**src/rtl/ifu_lsu_bus_arb_pkg.sv**
```systemverilog
// rtl/ifu_lsu_bus_arb_pkg.sv - shared constants for the IFU/LSU memory bus arbiter
package ifu_lsu_bus_arb_pkg;

   localparam logic OWN_IFU = 1'b0;
   localparam logic OWN_LSU = 1'b1;

   localparam logic [1:0] ST_IDLE = 2'd0;
   localparam logic [1:0] ST_HOLD = 2'd1;
   localparam logic [1:0] ST_RSP  = 2'd2;

   localparam int STARVE_W = 4;

   function automatic logic [STARVE_W-1:0] starve_inc(input logic [STARVE_W-1:0] c);
      return (&c) ? c : c + 1'b1;
   endfunction

endpackage

```
**src/rtl/bus_arb_sel.sv**
```systemverilog
// rtl/bus_arb_sel.sv - combinational requester select for the IFU/LSU bus arbiter
module bus_arb_sel
   import ifu_lsu_bus_arb_pkg::*;
#(
   parameter int LSU_FIRST = 1
) (
   input  logic ifu_v,
   input  logic lsu_v,
   input  logic last_owner,
   input  logic starve_hit,
   output logic sel
);

   always_comb begin
      sel = OWN_IFU;
      if (lsu_v && !ifu_v) begin
         sel = OWN_LSU;
      end else if (lsu_v && ifu_v) begin
         // Tie: fixed LSU priority bounded by the starvation guard, or alternate.
         if (LSU_FIRST != 0) sel = starve_hit ? OWN_IFU : OWN_LSU;
         else                sel = ~last_owner;
      end
   end

endmodule

```
**src/rtl/ifu_lsu_bus_arb.sv**
```systemverilog
// rtl/ifu_lsu_bus_arb.sv - shares one memory bus between IFU fetch and LSU data ports
module ifu_lsu_bus_arb
   import ifu_lsu_bus_arb_pkg::*;
#(
   parameter int AW         = 32,
   parameter int DW         = 32,
   parameter int LSU_FIRST  = 1,
   parameter int STARVE_MAX = 4
) (
   input  logic            clk,
   input  logic            rst,
   input  logic            ifu_req_valid,
   output logic            ifu_req_ready,
   input  logic [AW-1:0]   ifu_req_addr,
   output logic            ifu_rsp_valid,
   input  logic            ifu_rsp_ready,
   output logic [DW-1:0]   ifu_rsp_rdata,
   input  logic            lsu_req_valid,
   output logic            lsu_req_ready,
   input  logic [AW-1:0]   lsu_req_addr,
   input  logic            lsu_req_write,
   input  logic [DW-1:0]   lsu_req_wdata,
   input  logic [DW/8-1:0] lsu_req_wstrb,
   output logic            lsu_rsp_valid,
   input  logic            lsu_rsp_ready,
   output logic [DW-1:0]   lsu_rsp_rdata,
   output logic            mem_req_valid,
   input  logic            mem_req_ready,
   output logic [AW-1:0]   mem_req_addr,
   output logic            mem_req_write,
   output logic [DW-1:0]   mem_req_wdata,
   output logic [DW/8-1:0] mem_req_wstrb,
   input  logic            mem_rsp_valid,
   output logic            mem_rsp_ready,
   input  logic [DW-1:0]   mem_rsp_rdata,
   output logic            arb_err_unexp
);

   localparam logic [STARVE_W-1:0] STARVE_LIM = STARVE_MAX[STARVE_W-1:0];

   logic [1:0]          state;
   logic                owner;
   logic                last_owner;
   logic [STARVE_W-1:0] starve_cnt;
   logic                err;
   logic                sel;
   logic                cur;
   logic                starve_hit;
   logic                in_rsp;
   logic                req_hs;
   logic                rsp_hs;

   assign starve_hit = (LSU_FIRST != 0) && (starve_cnt == STARVE_LIM);

   bus_arb_sel #(.LSU_FIRST(LSU_FIRST)) u_sel (
      .ifu_v      (ifu_req_valid),
      .lsu_v      (lsu_req_valid),
      .last_owner (last_owner),
      .starve_hit (starve_hit),
      .sel        (sel)
   );

   assign cur    = (state == ST_IDLE) ? sel : owner;
   assign in_rsp = (state == ST_RSP);

   // Request side is gated by reset so nothing leaks onto the bus while held in reset.
   always_comb begin
      mem_req_valid = 1'b0;
      case (state)
         ST_IDLE: mem_req_valid = ifu_req_valid | lsu_req_valid;
         ST_HOLD: mem_req_valid = (owner == OWN_LSU) ? lsu_req_valid : ifu_req_valid;
         default: mem_req_valid = 1'b0;
      endcase
      mem_req_valid = mem_req_valid & rst;
   end

   assign ifu_req_ready = rst && !in_rsp && (cur == OWN_IFU) && mem_req_ready;
   assign lsu_req_ready = rst && !in_rsp && (cur == OWN_LSU) && mem_req_ready;

   assign mem_req_addr  = (cur == OWN_LSU) ? lsu_req_addr : ifu_req_addr;
   assign mem_req_write = (cur == OWN_LSU) && lsu_req_write;
   assign mem_req_wdata = (cur == OWN_LSU) ? lsu_req_wdata : '0;
   assign mem_req_wstrb = (cur == OWN_LSU) ? lsu_req_wstrb : '0;

   // Outside RSP any response is stray and is drained without reaching either port.
   assign ifu_rsp_valid = in_rsp && (owner == OWN_IFU) && mem_rsp_valid;
   assign lsu_rsp_valid = in_rsp && (owner == OWN_LSU) && mem_rsp_valid;
   assign ifu_rsp_rdata = mem_rsp_rdata;
   assign lsu_rsp_rdata = mem_rsp_rdata;
   assign mem_rsp_ready = in_rsp ? ((owner == OWN_LSU) ? lsu_rsp_ready : ifu_rsp_ready) : 1'b1;

   assign req_hs        = mem_req_valid && mem_req_ready;
   assign rsp_hs        = in_rsp && mem_rsp_valid && mem_rsp_ready;
   assign arb_err_unexp = err;

   always_ff @(posedge clk or negedge rst) begin
      if (!rst) begin
         state      <= ST_IDLE;
         owner      <= OWN_IFU;
         last_owner <= OWN_IFU;
         starve_cnt <= '0;
         err        <= 1'b0;
      end else begin
         case (state)
            ST_IDLE: begin
               if (mem_req_valid) begin
                  owner <= sel;
                  if (mem_req_ready) begin
                     state      <= ST_RSP;
                     last_owner <= sel;
                  end else begin
                     state <= ST_HOLD;
                  end
               end
            end
            ST_HOLD: begin
               if (!mem_req_valid) begin
                  state <= ST_IDLE;
               end else if (mem_req_ready) begin
                  state      <= ST_RSP;
                  last_owner <= owner;
               end
            end
            ST_RSP: begin
               if (rsp_hs) state <= ST_IDLE;
            end
            default: state <= ST_IDLE;
         endcase

         if (req_hs && cur == OWN_IFU)                  starve_cnt <= '0;
         else if (req_hs && ifu_req_valid)              starve_cnt <= starve_inc(starve_cnt);
         else if (state == ST_IDLE && !ifu_req_valid)   starve_cnt <= '0;

         if (!in_rsp && mem_rsp_valid) err <= 1'b1;
      end
   end

endmodule
```
**config.mk**
```make
export PLATFORM = sky130hd
export DESIGN_NAME = ifu_lsu_bus_arb
export DESIGN_NICKNAME = d
export VERILOG_FILES = /design/src/rtl/ifu_lsu_bus_arb_pkg.sv /design/src/rtl/bus_arb_sel.sv /design/src/rtl/ifu_lsu_bus_arb.sv
export SDC_FILE = /design/constraint.sdc
export NUM_CORES = 1
export LEC_CHECK = 0
export ABC_AREA = 0
export BUFFER_PORTS_ARGS = -buffer_cell sky130_fd_sc_hd__buf_2
export CAP_MARGIN = 20
export CORE_AREA = 8 8 103 105
export CTS_CLUSTER_SIZE = 12
export DETAILED_ROUTE_END_ITERATION = 12
export DIE_AREA = 0 0 111 113
export PLACE_DENSITY_LB_ADDON = 0.05
export SETUP_SLACK_MARGIN = 0.5
export SLEW_MARGIN = 0
export SYNTH_ARGS = -nofsm -noshare
export SYNTH_HDL_FRONTEND = slang
export SYNTH_SLANG_ARGS = --single-unit
```
**constraint.sdc**
```tcl
create_clock -name clk -period 3.94 [get_ports clk]
set_input_delay 0.394 -clock clk [delete_from_list [all_inputs] [get_ports clk]]
set_output_delay 0.394 -clock clk [all_outputs]
set_load 0.05 [all_outputs]
```
==> run_results.csv, run 1 <==
group,metric,value,unit
run_status,status,"completed",
routing,wl,7510,um
grt,grt.overflow.total,0,
synth,yosysMostFrequentCell,"buf_4",
timing,max_freq,380,MHz
worst_hold_path,hp-class,"input port to asynchronous set/reset pin",
synth,ys_seq_elements,8,
pwr,powerDensity,438,mW/mm2
floorplan,core_area,0.00898,mm2
critical_path,crit_path_end_kind,"output port",
clocking,numCtsBuffers,3,
clocking,clock_sinks,8,
critical_path,crit_path_cell_trace,"inv_1, ha_1, nand4b_1, nand2_1, o31a_2, buf_12, mux2_4, buf_2",
routing,ant_nets,0,
clocking,cts.clk_slew.worst_paths,0.04,ns
critical_path,crit_buf_inv,3,
synth,synth-edff-count,0,
critical_path,r2r_cells,6,
critical_path,reg2reg_slack,2.36,ns
critical_path,critPathLaunchType,"flip-flop",
timing,holdWs,0.0211,ns
timing,worstMarginPinSlew,0.683,ns
timing,finalMaxSlewViolations,0,
routing,viasPerCell,4.08,
placed_design,hpwlAfterDp,6590,um
routing,wire_per_inst,17.5,um
timing,maxSlewHeadroom,0.545,
layout,drive_above_1_share,0.696,
grt,antenna_found_initial,1,
routing,drcViolationCount,0,
synth,syn_inst,205,
clocking,ctsHtreeMaxLevel,1,
synth,synthArstFlopShare,1.00,
critical_path,critPathMaxStageDelay,0.41,ns
clocking,cts_tree,"built",
clocking,clk_latency,0.23,ns
critical_path,setup.worst_path.start,"starve_cnt[0]$_DFFE_PN0P_",
synth,ys_warn_count,0,
timing,final.min_clock_period,2.63,ns
synth,synth_nets,348,
timing,setup_viol,0,
floorplan,ioPinCount,281,
floorplan,die-area,0.0125,mm2
layout,area.growth.synth_to_final,29.3,%
critical_path,reg2reg_from,"starve_cnt[1]$_DFFE_PN0P_",
clocking,post_cts_buffers,0,
pwr,power.leakage,1.40,nW
critical_path,r2r_end,"starve_cnt[3]$_DFFE_PN0P_",
clocking,clk_root_buffer_cell,"clkbuf_8",
clocking,holdBufCountCts,0,
layout,diodes,0,
floorplan,start_util,0.205,
layout,final_nets,464,
routing,firstDrtPassIters,4,
synth,yosys.area.top_type_share,0.261,
placed_design,port_buffers,184,
synth,avgSynthCellArea,8.97,um2
grt,grt_pass1_vias,1549,
critical_path,criticalPathCategory,"flip-flop to output port",
timing,skew,0.00135,ns
job,cap_violations,0,
pwr,p_total,1.04,mW
floorplan,die_x,111,um
clocking,cts_resized,0,
floorplan,row_count,35,
routing,vias,1754,
critical_path,critical-path-top-delay-family,"buffers and inverters",
routing,drtIter0Drc,86,
placed_design,finalWeightedCongestion,0.705,
critical_path,arrival,2.23,ns
synth,seq_area_frac_synth,0.109,
synth,synth_common_cells,"64 x buf_4, 31 x mux2_4, 27 x nor2b_1",
synth,synth_area_leaders,"buf_4 26%, mux2_4 25%, dfrtp_1 11%",
synth,synthFlopType,"dfrtp_1",
grt,grt_max_degree,72,
timing,final-hold-violation-count,0,
layout,fin_cells,430,
critical_path,cp.required,3.55,ns
placed_design,dp.cells,427,
floorplan,die_y,113,um
timing,min_period_over_period,0.667,
critical_path,cp_slowest_cell,"dfrtp_1",
grt,grt_usage,0.109,
synth,synth_top_area_cell,"buf_4",
timing,grt_setup_unrepaired,"false",
timing,setup_tns,0,ns
grt,grt_pass1_wl,10900,um
critical_path,critPathMaxFanout,71,
clocking,cts_max_path_buffers,2,
synth,synth.distinct_cells,38,
pwr,ir_drop,0.146,mV
synth,syn_area,0.00184,mm2
## power breakdown
| group | internal (mW) | switching, mW | leakage [nW] | total (mW) |
|---|---|---|---|---|
| Sequential | 0.0930 | 0.0181 | 0.102 | 0.111 |
| Clock | 0.0664 | 0.0349 | 0.0216 | 0.101 |
| Combinational | 0.259 | 0.572 | 1.27 | 0.830 |
## how the worst max path moves through the flow
| stage | slack (ns) | end | cells past startpoint |
|---|---|---|---|
| floorplan | 1.07 | lsu_req_ready | 8 |
| global placement | 1.57 | mem_req_addr[31] | 8 |
| detailed placement | 1.56 | mem_req_addr[31] | 8 |
| CTS | 1.31 | mem_req_addr[31] | 8 |
| global route | 1.15 | mem_req_addr[13] | 8 |
| finish | 1.31 | mem_req_addr[9] | 8 |
## worst register-to-register path: stages (launching register included)
cell and delay, ns:
dfrtp_1 0.41, inv_1 0.09, ha_1 0.14, nand4b_1 0.12, o2111a_1 0.36, a41oi_1 0.25
a21oi_1 0.06
## sequential cells by signal, summed over array words and instances (netlist names)
signal / count
owner: 1
state: 2
arb_err_unexp: 1
starve_cnt: 4
## cell type report
| type | count | area [um2] |
|---|---|---|
| inverters | 5 | 18.8 |
| fillers | 1019 | 6600 |
| multi-input cells | 118 | 1040 |
| clock buffers | 3 | 41.3 |
| well taps | 111 | 139 |
| flip-flops and latches | 8 | 200 |
| repair buffers | 185 | 941 |
## cells in the final DEF, fill, tap and decap left out, types with 4 or more instances in the layout
cell / n
dfrtp_1: 8
a21oi_1: 4
inv_1: 5
nand2_1: 6
o21ai_0: 6
mux2_4: 31
and2b_1: 11
buf_2: 184
nor2b_1: 27
## metal layers
| metal | up-vias | global-route usage | wire, um |
|---|---|---|---|
| li1 | 852 | - | - |
| met1 | 763 | 0.124 | 2950 |
| met2 | 129 | 0.182 | 3680 |
| met3 | 8 | 0.0524 | 820 |
| met4 | 2 | 0.0225 | 53 |
| met5 | - | 0 | 13 |
## logic make-up after synthesis
kind of cell	count (synthesis)	synth area share
DFF	8	0.109
AOI/OAI and AO/OA	22	0.0810
buffers and inverters	79	0.327
adders and majority gates	2	0.0136
and+or+nand+nor	61	0.205
muxes	33	0.265
## stage by stage
step / area, um2 / setup slack (ns) / utilization
after floorplan: 1840 / 1.07 / -
after global placement: 2340 / 1.57 / 0.260
after detailed placement: 2340 / 1.56 / 0.260
after CTS: 2380 / 1.31 / 0.265
after global routing: 2380 / 1.15 / 0.265
final: 2380 / 1.31 / 0.265
(Power assumes the default switching activity.)
==> inputs of run 2 (changes only) <==
- ABC_AREA: 0 -> 1
- clock period: 3.94 -> 2.2 ns (I/O delays scaled with it)
==> run_results.csv, run 2 <==
group,metric,value,unit
worst_hold_path,hp-class,"input port to flip-flop",
timing,min_period_over_period,0.943,
synth,avgSynthCellArea,5.47,um2
critical_path,criticalPathCategory,"flip-flop to output port",
synth,synth_nets,468,
layout,top_regs,"starve_cnt x4, state x2",
synth,synthFlopType,"dfrtp_1",
grt,antenna_found_initial,0,
timing,holdWs,0.194,ns
pwr,p_total,7.01,mW
placed_design,hpwlAfterDp,7040,um
placed_design,dp_slack,0.134,ns
critical_path,r2r_end,"starve_cnt[0]$_DFFE_PN0P_",
worst_hold_path,min_to,"state[0]$_DFFE_PN0P_",
clocking,ctsHtreeMaxLevel,1,
worst_hold_path,holdPathStages,2,
layout,area.growth.synth_to_final,121,%
synth,yosys.area.top_type_share,0.283,
floorplan,start_util,0.198,
routing,wl,8790,um
timing,final.min_clock_period,2.08,ns
clocking,cts.clk_slew.worst_paths,0.04,ns
layout,top_register,"starve_cnt",
clocking,clk_latency,0.22,ns
critical_path,reg2reg_from,"starve_cnt[0]$_DFFE_PN0P_",
synth,seq_area_frac_synth,0.113,
clocking,numCtsBuffers,3,
clocking,cts_tree,"built",
layout,drive_above_1_share,0.678,
critical_path,critPathLaunchType,"flip-flop",
synth,syn_area,0.00178,mm2
timing,final-hold-violation-count,0,
synth,synth_top_area_cell,"buf_4",
clocking,cts_max_path_buffers,2,
timing,skew,0.000438,ns
floorplan,ioPinCount,281,
grt,grt.overflow.total,0,
critical_path,cpMostUsedCell,"nand2_1",
synth,synthArstFlopShare,1.00,
timing,finalWorstSetupSlack,0.125,ns
synth,synth_common_cells,"122 x nand2_1, 67 x buf_4, 50 x inv_1",
grt,grt_pass1_wl,13500,um
critical_path,cp_slowest_cell,"dfrtp_1",
floorplan,die_y,113,um
floorplan,die_x,111,um
synth,syn_inst,325,
synth,yosysMostFrequentCell,"nand2_1",
synth,synth-edff-count,0,
layout,seqCellArea,201,um2
worst_hold_path,hold_start,"mem_req_ready",
layout,final_cell_mix,"112 x buf_2, 67 x nand2_1, 49 x inv_1",
grt,grt_max_degree,21,
critical_path,critPathMaxFanout,7,
layout,layout_commonest_cell,"buf_2",
routing,vias,2318,
synth,ys_warn_count,0,
routing,firstDrtPassIters,4,
pwr,power.leakage,2.19,nW
layout,diodes,0,
layout,fillCellCount,903,
critical_path,cp.required,1.98,ns
grt,grt_pass1_vias,2472,
clocking,clk_root_buffer_cell,"clkbuf_8",
routing,viasPerCell,4.04,
run_status,status,"completed",
routing,drtIter0Drc,64,
routing,drcViolationCount,0,
critical_path,crit_path_cell_trace,"inv_2, ha_2, nand2_1, inv_1, nand2_1, nand2_2, a21boi_4, inv_6, buf_6, buf_16, nor2_4, buf_8",
critical_path,reg2reg_slack,0.64,ns
routing,ant_nets,0,
floorplan,die-area,0.0125,mm2
synth,synth_area_leaders,"buf_4 28%, nand2_1 26%, dfrtp_1 11%",
job,cap_violations,0,
synth,ys_seq_elements,8,
critical_path,critPathMaxStageDelay,0.35,ns
layout,largest_register_ffs,4,
timing,max_freq,482,MHz
timing,setup_tns,0,ns
placed_design,port_buffers,184,
timing,maxSlewHeadroom,0.748,
synth,synth.distinct_cells,19,
routing,wire_per_inst,15.3,um
timing,worstMarginPinSlew,0.377,ns
critical_path,arrival,1.86,ns
timing,grt_setup_unrepaired,"true",
layout,multi_input_area,0.00147,mm2
critical_path,crit_path_end_kind,"output port",
grt,grt_usage,0.131,
floorplan,core_area,0.00898,mm2
pwr,powerDensity,1780,mW/mm2
critical_path,r2r_cells,11,
pwr,ir_drop,0.478,mV
timing,setup_viol,0,
placed_design,finalWeightedCongestion,0.713,
floorplan,row_count,35,
timing,finalMaxSlewViolations,0,
layout,final_nets,608,
clocking,clock_sinks,8,
==> run 2: power breakdown <==
group	switching [mW]	leakage, nW	total (mW)	internal (mW)
Combinational	4.00	2.07	6.64	2.65
Clock	0.0503	0.0216	0.168	0.118
Sequential	0.0242	0.101	0.199	0.175
Total	4.07	2.19	7.01	2.94
==> run 2: worst max path at each step <==
stage,startpoint,endpoint,depth (start not counted)
final,starve_cnt[0]$_DFFE_PN0P_,mem_req_wdata[13],12
after global routing,starve_cnt[1]$_DFFE_PN0P_,mem_req_wdata[13],12
after CTS,starve_cnt[1]$_DFFE_PN0P_,mem_req_wdata[13],12
after detailed placement,starve_cnt[0]$_DFFE_PN0P_,mem_req_addr[27],12
after global placement,starve_cnt[0]$_DFFE_PN0P_,mem_req_addr[27],12
after floorplan,starve_cnt[0]$_DFFE_PN0P_,mem_req_wdata[10],10
==> run 2: logic make-up after synthesis <==
kind of cell,Yosys count,synth area share
DFF,8,0.113
xor gates and xnor gates,1,0.00493
buffers and inverters,126,0.439
adders and majority gates,2,0.0141
and+or+nand+nor,182,0.401
AOI/OAI and AO/OA,6,0.0289
==> run 2: worst max-delay path: cells and delay by family (launching register included) <==
family | cells | cell delay [ns]
buffers and inverters | 6 | 0.61
flip-flops | 1 | 0.35
AND/OR/NAND/NOR | 4 | 0.30
AO/OA/AOI/OAI | 1 | 0.20
adder cells (fa/ha/maj) | 1 | 0.15
==> run 2: cell type report <==
type                            instances  share of cell area
Inverter                               52              0.0509
Timing Repair Buffer                  209               0.478
Clock buffer                            3              0.0105
Sequential cell                         8              0.0512
Tap cell                              111              0.0353
Multi-Input combinational cell        191               0.374
==> run 2: metrics by stage <==
step / util / area [um2] / std cells
floorplan: - / 2410 / 325
global placement: 0.328 / 2950 / 553
detailed placement: 0.328 / 2950 / 553
CTS: 0.431 / 3870 / 571
global route: 0.438 / 3930 / 574
finish: 0.438 / 3930 / 574
==> run 2: routing by layer <==
metal	share of wire	track usage	vias to the layer above
met5	0	0	-
met3	0.10	0.0556	4
met4	0.0033	0.0189	0
met2	0.53	0.239	131
li1	-	-	1159
met1	0.37	0.139	1024
==> run 2: timing repair <==
item,CTS,global route
hold buffers,1,0
setup endpoints to repair,72,76
cloned,5,1
resized for setup,203,8
pin swaps,5,2
hold endpoints to repair,8,0
setup buffers,9,2
